File: config.mk
export PLATFORM = sky130hd
export DESIGN_NAME = pdm_mic_rx
export DESIGN_NICKNAME = d
export VERILOG_FILES = /design/src/rtl/pdm_rx_pkg.sv /design/src/rtl/pdm_clkgen.sv /design/src/rtl/pdm_mic_rx.sv
export SDC_FILE = /design/constraint.sdc
export NUM_CORES = 1
export LEC_CHECK = 0
export ABC_AREA = 1
export ABC_CLOCK_PERIOD_IN_PS = 8300
export BUFFER_PORTS_ARGS = -buffer_cell sky130_fd_sc_hd__buf_2
export CORE_MARGIN = 2
export CORE_UTILIZATION = 45
export DETAILED_ROUTE_END_ITERATION = 10
export GPL_TIMING_DRIVEN = 0
export SETUP_SLACK_MARGIN = 0.05
export SLEW_MARGIN = 20
export SYNTH_ARGS = -nofsm -noshare
export SYNTH_HDL_FRONTEND = slang
export SYNTH_SLANG_ARGS = --single-unit
File: constraint.sdc
create_clock -name clk -period 8.3 [get_ports clk]
set_clock_uncertainty 0.1 [all_clocks]
set_input_delay 0.83 -clock clk [delete_from_list [all_inputs] [get_ports clk]]
set_output_delay 0.83 -clock clk [all_outputs]
set_load 0.01 [all_outputs]
File: src/rtl/pdm_rx_pkg.sv
`default_nettype none
// ============================================================================
// Module      : pdm_rx_pkg
// Description : Shared constants and helper functions for the PDM microphone
//               receive path.
// Revision    : 1.0 - initial release
// ============================================================================
package pdm_rx_pkg;

    localparam int DCB_SHIFT = 8;

    // Accumulator width: one bit for the +/-1 input sign plus CIC growth plus guard.
    function automatic int acc_w(input int order, input int dlog2);
        return order * dlog2 + 2;
    endfunction

    function automatic logic signed [63:0] sat(input logic signed [63:0] value, input int width);
        logic signed [63:0] hi;
        logic signed [63:0] lo;
        hi = (64'sd1 <<< (width - 1)) - 64'sd1;
        lo = -(64'sd1 <<< (width - 1));
        if (value > hi) begin
            return hi;
        end
        if (value < lo) begin
            return lo;
        end
        return value;
    endfunction

endpackage
`default_nettype wire

File: src/rtl/pdm_clkgen.sv
`default_nettype none
// ============================================================================
// Module      : pdm_clkgen
// Description : Divides clk down to the PDM microphone bit clock and flags the
//               cycle that drives pdm_clk high-to-low.
// Revision    : 1.0 - initial release
// ============================================================================
module pdm_clkgen #(
    parameter int CLK_HALF = 8
) (
    input  logic clk,
    input  logic rst_n,
    input  logic en,
    output logic pdm_clk,
    output logic bit_stb
);

    localparam int CW = $clog2(CLK_HALF);

    logic [CW-1:0] div_q;
    logic [CW-1:0] div_d;
    logic          pdm_clk_q;
    logic          pdm_clk_d;
    logic          w_wrap;

    always_comb begin
        w_wrap    = (div_q == CW'(CLK_HALF - 1));
        div_d     = w_wrap ? '0 : div_q + CW'(1);
        pdm_clk_d = w_wrap ? ~pdm_clk_q : pdm_clk_q;
    end

    always_ff @(posedge clk) begin
        if (!rst_n || !en) begin
            div_q     <= '0;
            pdm_clk_q <= 1'b0;
        end else begin
            div_q     <= div_d;
            pdm_clk_q <= pdm_clk_d;
        end
    end

    assign pdm_clk = pdm_clk_q;
    assign bit_stb = en && w_wrap && pdm_clk_q;

endmodule
`default_nettype wire

File: src/rtl/pdm_mic_rx.sv
`default_nettype none
// ============================================================================
// Module      : pdm_mic_rx
// Description : PDM microphone receiver: bit-clock generation, input sync,
//               ORDER-stage CIC decimator and valid/ready PCM output.
//               Define PDM_DCBLOCK_EN to insert a one-pole DC blocker.
// Revision    : 1.0 - initial release
// ============================================================================
module pdm_mic_rx
    import pdm_rx_pkg::*;
#(
    parameter int CLK_HALF   = 8,
    parameter int ORDER      = 3,
    parameter int DECIM_LOG2 = 6,
    parameter int OUT_W      = 16
) (
    input  logic                    clk,
    input  logic                    rst_n,
    input  logic                    en,
    output logic                    pdm_clk,
    input  logic                    pdm_in,
    output logic signed [OUT_W-1:0] pcm_out,
    output logic                    pcm_valid,
    input  logic                    pcm_ready,
    output logic                    pcm_overrun
);

    localparam int ACC_W = acc_w(ORDER, DECIM_LOG2);
    localparam int SHIFT = ORDER * DECIM_LOG2 + 1 - OUT_W;

    logic                    w_bit_stb;
    logic                    sync1_q;
    logic                    sync2_q;
    logic                    dec_stb_q;
    logic [DECIM_LOG2-1:0]   dcnt_q;
    logic signed [ACC_W-1:0] w_x;
    logic signed [ACC_W-1:0] w_comb_out;
    logic signed [ACC_W-1:0] w_scaled;
    logic signed [63:0]      w_pre;
    logic signed [OUT_W-1:0] w_sat;
    logic                    w_new;
    logic signed [OUT_W-1:0] pcm_out_q;
    logic                    pcm_valid_q;
    logic                    pcm_overrun_q;

    pdm_clkgen #(
        .CLK_HALF (CLK_HALF)
    ) u_clkgen (
        .clk     (clk),
        .rst_n   (rst_n),
        .en      (en),
        .pdm_clk (pdm_clk),
        .bit_stb (w_bit_stb)
    );

    always_ff @(posedge clk) begin
        if (!rst_n) begin
            sync1_q <= 1'b0;
            sync2_q <= 1'b0;
        end else begin
            sync1_q <= pdm_in;
            sync2_q <= sync1_q;
        end
    end

    assign w_x = sync2_q ? ACC_W'(1) : '1;

    // Integrators cascade within one cycle: each stage adds its predecessor's new value.
    for (genvar k = 0; k < ORDER; k++) begin : g_integ
        logic signed [ACC_W-1:0] acc_q;
        logic signed [ACC_W-1:0] acc_d;
        if (k == 0) begin : g_first
            assign acc_d = acc_q + w_x;
        end else begin : g_rest
            assign acc_d = acc_q + g_integ[k-1].acc_d;
        end
        always_ff @(posedge clk) begin
            if (!rst_n || !en) begin
                acc_q <= '0;
            end else if (w_bit_stb) begin
                acc_q <= acc_d;
            end
        end
    end

    always_ff @(posedge clk) begin
        if (!rst_n || !en) begin
            dcnt_q    <= '0;
            dec_stb_q <= 1'b0;
        end else begin
            dec_stb_q <= w_bit_stb && (dcnt_q == '1);
            if (w_bit_stb) begin
                dcnt_q <= dcnt_q + DECIM_LOG2'(1);
            end
        end
    end

    for (genvar k = 0; k < ORDER; k++) begin : g_comb
        logic signed [ACC_W-1:0] dly_q;
        logic signed [ACC_W-1:0] w_in;
        logic signed [ACC_W-1:0] w_out;
        if (k == 0) begin : g_first
            assign w_in = g_integ[ORDER-1].acc_q;
        end else begin : g_rest
            assign w_in = g_comb[k-1].w_out;
        end
        assign w_out = w_in - dly_q;
        always_ff @(posedge clk) begin
            if (!rst_n || !en) begin
                dly_q <= '0;
            end else if (dec_stb_q) begin
                dly_q <= w_in;
            end
        end
    end

    assign w_comb_out = g_comb[ORDER-1].w_out;
    assign w_scaled   = w_comb_out >>> SHIFT;

`ifdef PDM_DCBLOCK_EN
    localparam int DW = OUT_W + 2;

    logic signed [DW-1:0] s_prev_q;
    logic signed [DW-1:0] y_q;
    logic signed [DW-1:0] w_s;
    logic signed [DW-1:0] w_y;
    logic                 dcb_stb_q;

    assign w_s = DW'(w_scaled);
    assign w_y = w_s - s_prev_q + y_q - (y_q >>> DCB_SHIFT);

    always_ff @(posedge clk) begin
        if (!rst_n || !en) begin
            s_prev_q  <= '0;
            y_q       <= '0;
            dcb_stb_q <= 1'b0;
        end else begin
            dcb_stb_q <= dec_stb_q;
            if (dec_stb_q) begin
                s_prev_q <= w_s;
                y_q      <= w_y;
            end
        end
    end

    assign w_new = dcb_stb_q;
    assign w_pre = 64'(y_q);
`else
    assign w_new = dec_stb_q;
    assign w_pre = 64'(w_scaled);
`endif

    assign w_sat = OUT_W'(sat(w_pre, OUT_W));

    // A new sample always wins; it only counts as an overrun if the old one was not taken.
    always_ff @(posedge clk) begin
        if (!rst_n) begin
            pcm_out_q     <= '0;
            pcm_valid_q   <= 1'b0;
            pcm_overrun_q <= 1'b0;
        end else begin
            pcm_overrun_q <= w_new && pcm_valid_q && !pcm_ready;
            if (w_new) begin
                pcm_out_q   <= w_sat;
                pcm_valid_q <= 1'b1;
            end else if (pcm_ready) begin
                pcm_valid_q <= 1'b0;
            end
        end
    end

    assign pcm_out     = pcm_out_q;
    assign pcm_valid   = pcm_valid_q;
    assign pcm_overrun = pcm_overrun_q;

endmodule
`default_nettype wire
Word level (Yosys, flattened, before mapping)
Cells that the tools add are included.
{"block": "word_totals", "ff_bits": 151, "in_bits": 5}
{"block": "classes", "n_addsub": 8, "order_cmp": 2, "n_eq_ne": 2, "mux": 10, "bitwise": 1, "n_reduce_logical": 11}
{"op": "16-bit 2-to-1 mux", "n": 4}
{"op": "20-bit adder", "n": 3}
{"op": "20-bit subtractor", "n": 3}
{"op": "20-bit 2-to-1 mux", "n": 1}
{"op": "17-bit by 16-bit > comparator with 1-bit output, second input constant", "n": 1}
{"op": "17-bit by 16-bit less-than comparator with 1-bit output, second input constant", "n": 1}
{"op": "6-bit by 1-bit adder with 6-bit output, second input constant", "n": 1}
{"op": "6-bit == test, second input constant", "n": 1}
{"op": "1-bit logical AND", "n": 5}
{"op": "1-bit 2-to-1 mux", "n": 5}
{"op": "3-bit by 1-bit adder with 3-bit output, second input constant", "n": 1}
{"op": "3-bit == test, second input constant", "n": 1}
{"op": "1-bit logical NOT", "n": 3}
{"op": "2-bit nonzero test", "n": 1}
{"op": "2-bit OR reduction", "n": 1}
{"op": "1-bit logical OR", "n": 1}
{"op": "1-bit NOT", "n": 1}

Depth between registers and ports, before layout
Gate-level depths: netlist (run 1).
{"block": "logic_depth", "word_depth": 8, "ltp_mapped": 40}

Hierarchy
Synthesis (run 1) repeated with hierarchy kept, for this count alone.
{"block": "unflattened", "hier_cells": 1624, "hier_area_um2": 11095.6}
{"mod": "pdm_mic_rx", "instances": 1, "cells_each": 1603, "area_each_um2": 10931.7}
{"mod": "pdm_clkgen", "instances": 1, "cells_each": 21, "area_each_um2": 163.9}

Worst setup path before layout (run 1)
OpenSTA, ideal clock, no wires.
{"block": "synth_path", "path_kind": "reg-to-reg", "start": "register g_integ[2].acc_q[0] (netlist: g_comb[0].w_in[0])", "end": "register pcm_out_q[13] (netlist: pcm_out[13])", "setup_time_ns": 0.122, "arrival_time_ns": 4.937, "required_ns": 8.078, "setup_slack_ns": 3.141, "stages_incl_launch_ff": 36, "n_path_buf": 1, "synth_period_minus_slack_ns": 5.159, "cell_sequence": "dfxtp_1 > inv_1 > ha_1 > inv_1 > fa_1 > nand3_1 > nand2_1 > nand2_1 > nand2_1 > a21oi_1 > o21ai_0 > nand3_1 > nand2_1 > xor2_1 > ha_1 > nand2_1 > nor2_1 > and3_1 > a21oi_1 > o21ai_0 > inv_1 > o21ai_1 > xor2_1 > ha_1 > nand2_1 > nor4_2 > nand4_1 > nand3_1 > nand2_1 > nand2_1 > xor2_2 > nand3b_4 > nand2_2 > inv_2 > buf_6 > a21oi_2"}
{"block": "synth_via", "elab_chain_len": 8, "elab_cells_between_ends": 11}
{"item": "start: declaration", "line": "pdm_mic_rx.sv:70", "rtl": "logic signed [ACC_W-1:0] acc_q;"}
{"item": "start signal: assignment", "line": "pdm_mic_rx.sv:79", "rtl": "acc_q <= '0;"}
{"item": "start signal: assignment", "line": "pdm_mic_rx.sv:81", "rtl": "acc_q <= acc_d;"}
{"item": "20-bit subtractor *", "line": "pdm_mic_rx.sv:107", "rtl": "assign w_out = w_in - dly_q;"}
{"item": "via g_comb[0].w_out[10]", "line": "pdm_mic_rx.sv:101", "rtl": "logic signed [ACC_W-1:0] w_out;"}
{"item": "20-bit subtractor *", "line": "pdm_mic_rx.sv:107"}
{"item": "via g_comb[1].w_out[15]", "line": "pdm_mic_rx.sv:101"}
{"item": "20-bit subtractor *", "line": "pdm_mic_rx.sv:107"}
{"item": "17-bit by 16-bit less-than comparator with 1-bit output", "line": "pdm_rx_pkg.sv:25", "rtl": "if (value < lo) begin"}
{"item": "1-bit 2-to-1 mux (2 in a row)", "line": "pdm_rx_pkg.sv:25"}
{"item": "16-bit 2-to-1 mux", "line": "pdm_rx_pkg.sv:28", "rtl": "return value;"}
{"item": "16-bit 2-to-1 mux *", "line": "pdm_rx_pkg.sv:25"}
{"item": "end signal: assignment", "line": "pdm_mic_rx.sv:164", "rtl": "pcm_out_q <= w_sat;"}
{"item": "end: declaration", "line": "pdm_mic_rx.sv:42", "rtl": "logic signed [OUT_W-1:0] pcm_out_q;"}
Mark *: on every way through the listed nets, which the timed path passes. The rest lies on a longest branch. The select of a mux whose other input is x is not followed.
A chain may end at the register's enable or synchronous reset.

Worst setup path in the final report (run 1)
{"block": "layout_path", "start": "register g_integ[2].acc_q[0] (netlist: g_comb[0].w_in[0])", "end": "register pcm_out_q[3] (netlist: pcm_out[3])"}
Same word-level chain as after synthesis.

==> summary.md, run 1 <==
## Run status
* run status: complete, no violations

## STA
* maximum clock rate: 164 MHz
* Hold Worst Slack: 0.323 ns
* worst slew slack as a fraction of its limit: 0.417
* least setup slack across all paths after layout: 2.20 ns
* Final Hold Fails: 0
* final max-slew violation count: 0
* Setup TNS Final: 0 ns
* final count of negative-setup-slack endpoints: 0
* Min Clock Period, post-route: 6.10 ns
* Final period util: 0.735
* Worst-Margin Slew: 0.863 ns
* unrepaired setup endpoints after global routing: no

## Floorplan
* Chip Height: 161 microns
* top-level port count: 24
* placement row count: 57
* full die area: 25800 sq um
* Horiz. Die Dim: 161 microns
* placeable core region: 24200 sq um
* initial standard-cell utilization of the core: 0.456

## GRT
* GRT Overall Usage: 0.224
* number of antenna violations at the first check in global routing: 0
* pin count of the biggest net entering global routing: 19
* overflow left after global routing: 0
* global-route wire length before repair: 46900 microns
* vias in the first global route: 9565

## Worst setup path
* standard cell with the maximum stage delay on the critical path: fa_1
* crit start category: register
* family with the most delay on the worst path: simple AND/OR/NAND/NOR gates
* CP peak stage delay: 0.40 ns
* cell repeated most along the worst path: nand2_1
* CP Data Required Time: 8.53 ns
* Worst Setup End Kind: register
* Worst Setup Path Type: reg -> reg
* Critical path buffers and inverters: 5
* crit path DAT: 6.34 ns
* Crit Path Max Fanout: 10

## Synthesis
* area leader, netlist: dfxtp_1
* cell types occupying the most area after synthesis: dfxtp_1 (27%), ha_1 (13%), inv_1 (9.0%)
* Netlist Area Pre-Place: 11000 sq um
* multiplexer share of the synthesized area: 0
* Syn Inst Count: 1603
* share of synthesized area occupied by flip-flops and latches: 0.274
* XOR/XNOR Fraction of Synth Area: 0.0745
* number of synthesis warnings: 0
* main combinational cell family by area after synthesis: compound AO/OA/AOI/OAI gates
* library cells used by synthesis: 47
* area fraction of the dominant cell type after synthesis: 0.274
* Post-Synth Adder-Cell Area: 0.140
* area fraction in compound gates after synthesis: 0.211
* syn_nets: 1728
* Simple-Gate Fraction of Synth Area: 0.194
* flop and latch count out of synthesis: 151
* Avg Synthesized Cell Area: 6.88 sq um

## Power
* power density over the cells: 133 nW/um^2
* largest vdd supply drop: 0.117 mV
* static leakage: 6.27 nW

## Route
* routed length per instance: 14.2 microns
* detail-routed via count per cell: 5.12
* highest metal layer with signal wires: met4
* post-route antenna net violation count: 0
* drt pass-1 iters: 5
* sum of routed wire segments on met1: 13100 microns
* count of unresolved DRC violations after routing: 0
* via count: 10149
* violation count after the first detailed-routing iteration: 637
* wire length after detailed routing: 28100 microns
* detailed route wirelength on metal2: 13800 microns
* wire length on met3: 704 microns

## Place
* final RePlAce weighted congestion: 0.911
* number of I/O port buffers: 23
* cell area after placement: 11500 sq um
* detailed-placement wirelength estimate: 22600 microns
* DP Worst Slack: 2.24 ns

## Clock network
* TritonCTS clock tree: done
* H-Tree Level Count: 4
* clk sink count: 151
* number of buffers inserted to repair setup after CTS: 0
* cell chosen for the clock root: clkbuf_16
* cts-stage hold buffer count: 0
* clock latency on the worst-skew pair: 0.44 ns
* TritonCTS buffer count: 17
* Resize count post-CTS: 0
* maximum count of clock buffers along a single path: 2
* clock input transition at the sequential cells of the worst setup and hold paths: 0.08 ns

## Cells and area
* total number of nets in the final design: 1770
* layout overhead on the synthesized area: 10.3%
* final non-filler cell area: 12200 sq um
* share of cells above drive strength 1: 0.0555
* final standard cell utilization of the core: 0.503
* diodes inserted: 0

## Run
* Max Cap Viol: 0

## Hold path
* worst min path class: reg -> reg

## registers in the layout, summed over array words and instances, names as in the netlist, 3 cells and up
signal	count
u_clkgen.div_q	3
pcm_out	16
g_comb.w_in	20
g_comb.dly_q	60
dcnt_q	6
g_integ.acc_q	40
## routing by layer
layer / track usage / vias to the layer above
met1: 0.275 / 4620
met4: 0.0622 / 0
met3: 0.0362 / 30
met2: 0.403 / 124
li1: - / 5375
met5: 0 / -
## cell usage in the layout, fill, tap and decap left out, types with 6 or more instances in the layout
cell type,synthesis,routed
xnor2_1,24,24
a21o_1,8,8
o211ai_1,14,14
buf_2,0,23
o21ai_0,168,168
xor2_1,68,68
a21oi_1,185,185
o31ai_1,6,6
inv_1,263,263
nand3_1,65,65
nand4_1,12,12
clkbuf_1,35,35
nor2_1,142,142
o21ai_1,12,12
nor3_1,11,11
ha_1,115,115
dfxtp_1,151,151
a31oi_1,9,9
clkbuf_16,0,17
a21oi_2,12,12
nand2_1,242,242
## worst min-delay path, delay by kind of cell (launching register included)
family | cells | cell delay (ns)
buffers and inverters | 1 | 0.04
flip-flops | 1 | 0.31
AND/OR/NAND/NOR | 1 | 0.05
## Yosys cell counts (all sizes together)
| cell | count |
|---|---|
| nor3 | 11 |
| o21a | 1 |
| a21boi | 1 |
| o221ai | 3 |
| nand3b | 1 |
| dfxtp | 151 |
| o31ai | 6 |
| xnor2 | 24 |
| a221oi | 1 |
| ha | 115 |
| a21o | 8 |
| inv | 266 |
| nor3b | 3 |
| clkinv | 1 |
| o2111ai | 1 |
| fa | 5 |
| o21bai | 4 |
| a21oi | 197 |
| and2 | 1 |
| o21ai | 181 |
| nor4 | 6 |
| and3 | 2 |
| o311ai | 1 |
| o211ai | 14 |
| nand2 | 246 |
| a31oi | 9 |
| a211oi | 3 |
| nand4 | 13 |
| clkbuf | 35 |
| buf | 7 |
| nor2 | 145 |
| xor2 | 69 |
| nand3 | 71 |
| or2 | 1 |
## cells by family after synthesis
family                   after synthesis
buffers and inverters                309
flip-flops                           151
XOR/XNOR                              93
AND/OR/NAND/NOR                      500
AO/OA/AOI/OAI                        430
adder cells (fa/ha/maj)              120
## report_power, final
part           switching (mW)  internal, mW
Clock                   0.358         0.457
Sequential           0.000673         0.725
Combinational          0.0563        0.0229
## per-stage QoR
step / cells / power (mW)
after CTS: 1982 / 1.64
after global placement: 1950 / 0.821
after floorplan: 1603 / 0.799
after global routing: 1982 / 1.68
after detailed placement: 1950 / 0.821
final: 1982 / 1.62
## path summary, 6_finish.rpt
check / start / to / slack, ns / cells after the start
max: g_comb[0].w_in[0] / pcm_out[3] / 2.20 / 35
min: sync1_q / sync2_q / 0.32 / 2
max reg2reg: g_comb[0].w_in[0] / pcm_out[3] / 2.20 / 35
min reg2reg: sync1_q / sync2_q / 0.32 / 2
## layout make-up
type	instances	area, sq um
repair buffers	23	115
well taps	324	405
inverters	267	1000
multi-input cells	1143	6830
plain buffers	42	173
clock inverters	15	185
flip-flops and latches	151	3020
fillers	2484	12000
clock buffers	17	425
(Power assumes the default switching activity.)
==> inputs of run 2 (changes only) <==
ABC_CLOCK_PERIOD_IN_PS = 5100   (was 8300)
clock period = 5.1 ns   (was 8.3 ns; I/O delays follow)
==> summary.md, run 2 (synthesis results as in run 1) <==
## Run status
* run status: finished with violations
* violated checks: setup timing

## Cells and area
* commonest non-fill, non-tap cell in the layout: inv_1
* diodes inserted: 0
* top register by number of flip-flops: g_comb.dly_q
* total number of nets in the final design: 1849
* final standard cell utilization of the core: 0.579
* layout overhead on the synthesized area: 27.0%
* share of cells above drive strength 1: 0.203
* flip-flop count of the largest register, all copies and words added: 60
* commonest cells after routing, fill and taps aside: inv_1 (250), nand2_1 (204), a21oi_1 (160)

## Worst setup path
* r2r endpoint: pcm_out[12]
* Worst Setup End Kind: register
* worst setup path startpoint: g_comb[0].w_in[0]
* CP Data Required Time: 5.33 ns
* Worst Setup Path Type: reg -> reg
* reg2reg setup slack: -0.18 ns
* crit path DAT: 5.51 ns
* crit start category: register
* Reg2Reg Launch Point: g_comb[0].w_in[0]
* Worst setup endpoint: pcm_out[12]
* Crit Path Max Fanout: 5
* FF-to-FF path depth: 27

## Route
* post-route antenna net violation count: 0
* detail-routed via count per cell: 5.20
* violation count after the first detailed-routing iteration: 700
* via count: 10711
* routed length per instance: 15.2 microns
* wire length after detailed routing: 31400 microns
* count of unresolved DRC violations after routing: 0
* drt pass-1 iters: 7

## Clock network
* cts-stage hold buffer count: 0
* cell chosen for the clock root: clkbuf_16
* maximum count of clock buffers along a single path: 2
* clock input transition at the sequential cells of the worst setup and hold paths: 0.08 ns
* TritonCTS clock tree: done
* clock latency on the worst-skew pair: 0.44 ns
* TritonCTS buffer count: 17
* H-Tree Level Count: 4
* clk sink count: 151

## Place
* final RePlAce weighted congestion: 0.909
* number of I/O port buffers: 23
* detailed-placement wirelength estimate: 22800 microns

## Power
* power density over the cells: 191 nW/um^2
* power share of the clock group: 0.499
* P_sw: 0.697 mW
* switching fraction of total power: 0.261
* proportion of power drawn by combinational gates: 0.059
* share of total power in sequential cells: 0.442
* static leakage: 6.86 nW
* largest vdd supply drop: 0.158 mV
* internal power: 1.97 mW

## STA
* Setup TNS Final: -2.25 ns
* Final period util: 1.04
* Min Clock Period, post-route: 5.28 ns
* maximum clock rate: 189 MHz
* final max-slew violation count: 0
* least setup slack across all paths after layout: -0.182 ns
* final count of negative-setup-slack endpoints: 16
* unrepaired setup endpoints after global routing: yes
* Worst-Margin Slew: 0.879 ns
* worst slew slack as a fraction of its limit: 0.407
* Final Hold Fails: 0

## Floorplan
* top-level port count: 24
* placeable core region: 24200 sq um
* Chip Height: 161 microns
* full die area: 25800 sq um
* placement row count: 57
* Horiz. Die Dim: 161 microns
* initial standard-cell utilization of the core: 0.456

## Run
* Max Cap Viol: 0

## GRT
* pin count of the biggest net entering global routing: 17
* vias in the first global route: 10154
* global-route wire length before repair: 49700 microns
* overflow left after global routing: 0
* number of antenna violations at the first check in global routing: 0
* GRT Overall Usage: 0.238

## Hold path
* worst min path class: in -> reg

run 2: changes by cell type in the layout (fill, tap and decap cells not counted), sizes merged:
| cell | delta |
|---|---|
| buf | +79 |
| clkinvlp | +3 |
| clkinv | -1 |
| inv | -2 |
run 2: power by group through the flow:
stage          clock [mW]  sequential (mW)  combinational (mW)
3_3_place_gp            0             1.21               0.128
4_1_cts              1.36             1.18               0.134
3_5_place_dp            0             1.21               0.129
2_1_floorplan           0             1.21              0.0934
6_report             1.33             1.18               0.158
5_1_grt              1.40             1.18               0.175
run 2: timing repair:
action | CTS | global route
setup buffers | 56 | 22
pin swaps | 44 | 52
gates resized for setup | 101 | 153
cloned | 2 | 0
endpoints found under the setup margin | 25 | 25
run 2: routing by layer:
| metal | GRT usage | routed length [microns] | vias up |
|---|---|---|---|
| met1 | 0.283 | 13900 | 4939 |
| li1 | - | - | 5517 |
| met5 | 0 | 0 | - |
| met3 | 0.0279 | 776 | 68 |
| met4 | 0.110 | 1210 | 0 |
| met2 | 0.428 | 15600 | 187 |
run 2: layout make-up:
type,count,area (sq um)
sequential,151,3030
timing repair buffer,102,778
inverter,267,1010
clock inverter,15,186
buffer,42,176
tap,324,405
multi-input combinational,1143,7990
clock buffer,17,425
fill,2267,10200
run 2: critical path, stage by stage (launching register included):
cell	delay, ns
dfxtp_2	0.33
inv_2	0.07
ha_4	0.14
inv_4	0.03
fa_2	0.35
buf_4	0.15
xor2_1	0.16
ha_1	0.41
nand2_1	0.09
o21ai_2	0.36
a21oi_1	0.17
o21ai_0	0.30
a31oi_1	0.15
xnor2_1	0.19
ha_1	0.41
nand2_1	0.17
nor4_4	0.32
nand4_1	0.16
nand3_1	0.10
nand2_1	0.10
nand2_2	0.14
xor2_4	0.18
nand3b_4	0.18
nand2_4	0.05
inv_4	0.09
buf_12	0.11
buf_8	0.11
a21oi_2	0.05
run 2: worst min path at each step:
stage                            from           endpoint  cells past startpoint
finish                      pcm_ready        pcm_overrun                      2
detailed placement  u_clkgen.div_q[0]  u_clkgen.div_q[0]                      1
floorplan                     sync1_q            sync2_q                      2
CTS                         pcm_ready        pcm_overrun                      2
global route                pcm_ready        pcm_overrun                      2
global placement              sync1_q            sync2_q                      2
run 2: through the flow:
stage / hold slack [ns] / cell area (sq um) / total power [mW] / worst slack (ns) / std cells
5_1_grt: 0.135 / 14000 / 2.76 / -0.534 / 2061
3_3_place_gp: 0.314 / 11500 / 1.34 / -0.898 / 1950
6_report: 0.140 / 14000 / 2.67 / -0.182 / 2061
3_5_place_dp: 0.318 / 11500 / 1.34 / -0.925 / 1950
2_1_floorplan: 0.290 / 11000 / 1.30 / 0.0511 / 1603
4_1_cts: 0.129 / 13100 / 2.67 / -0.255 / 2039
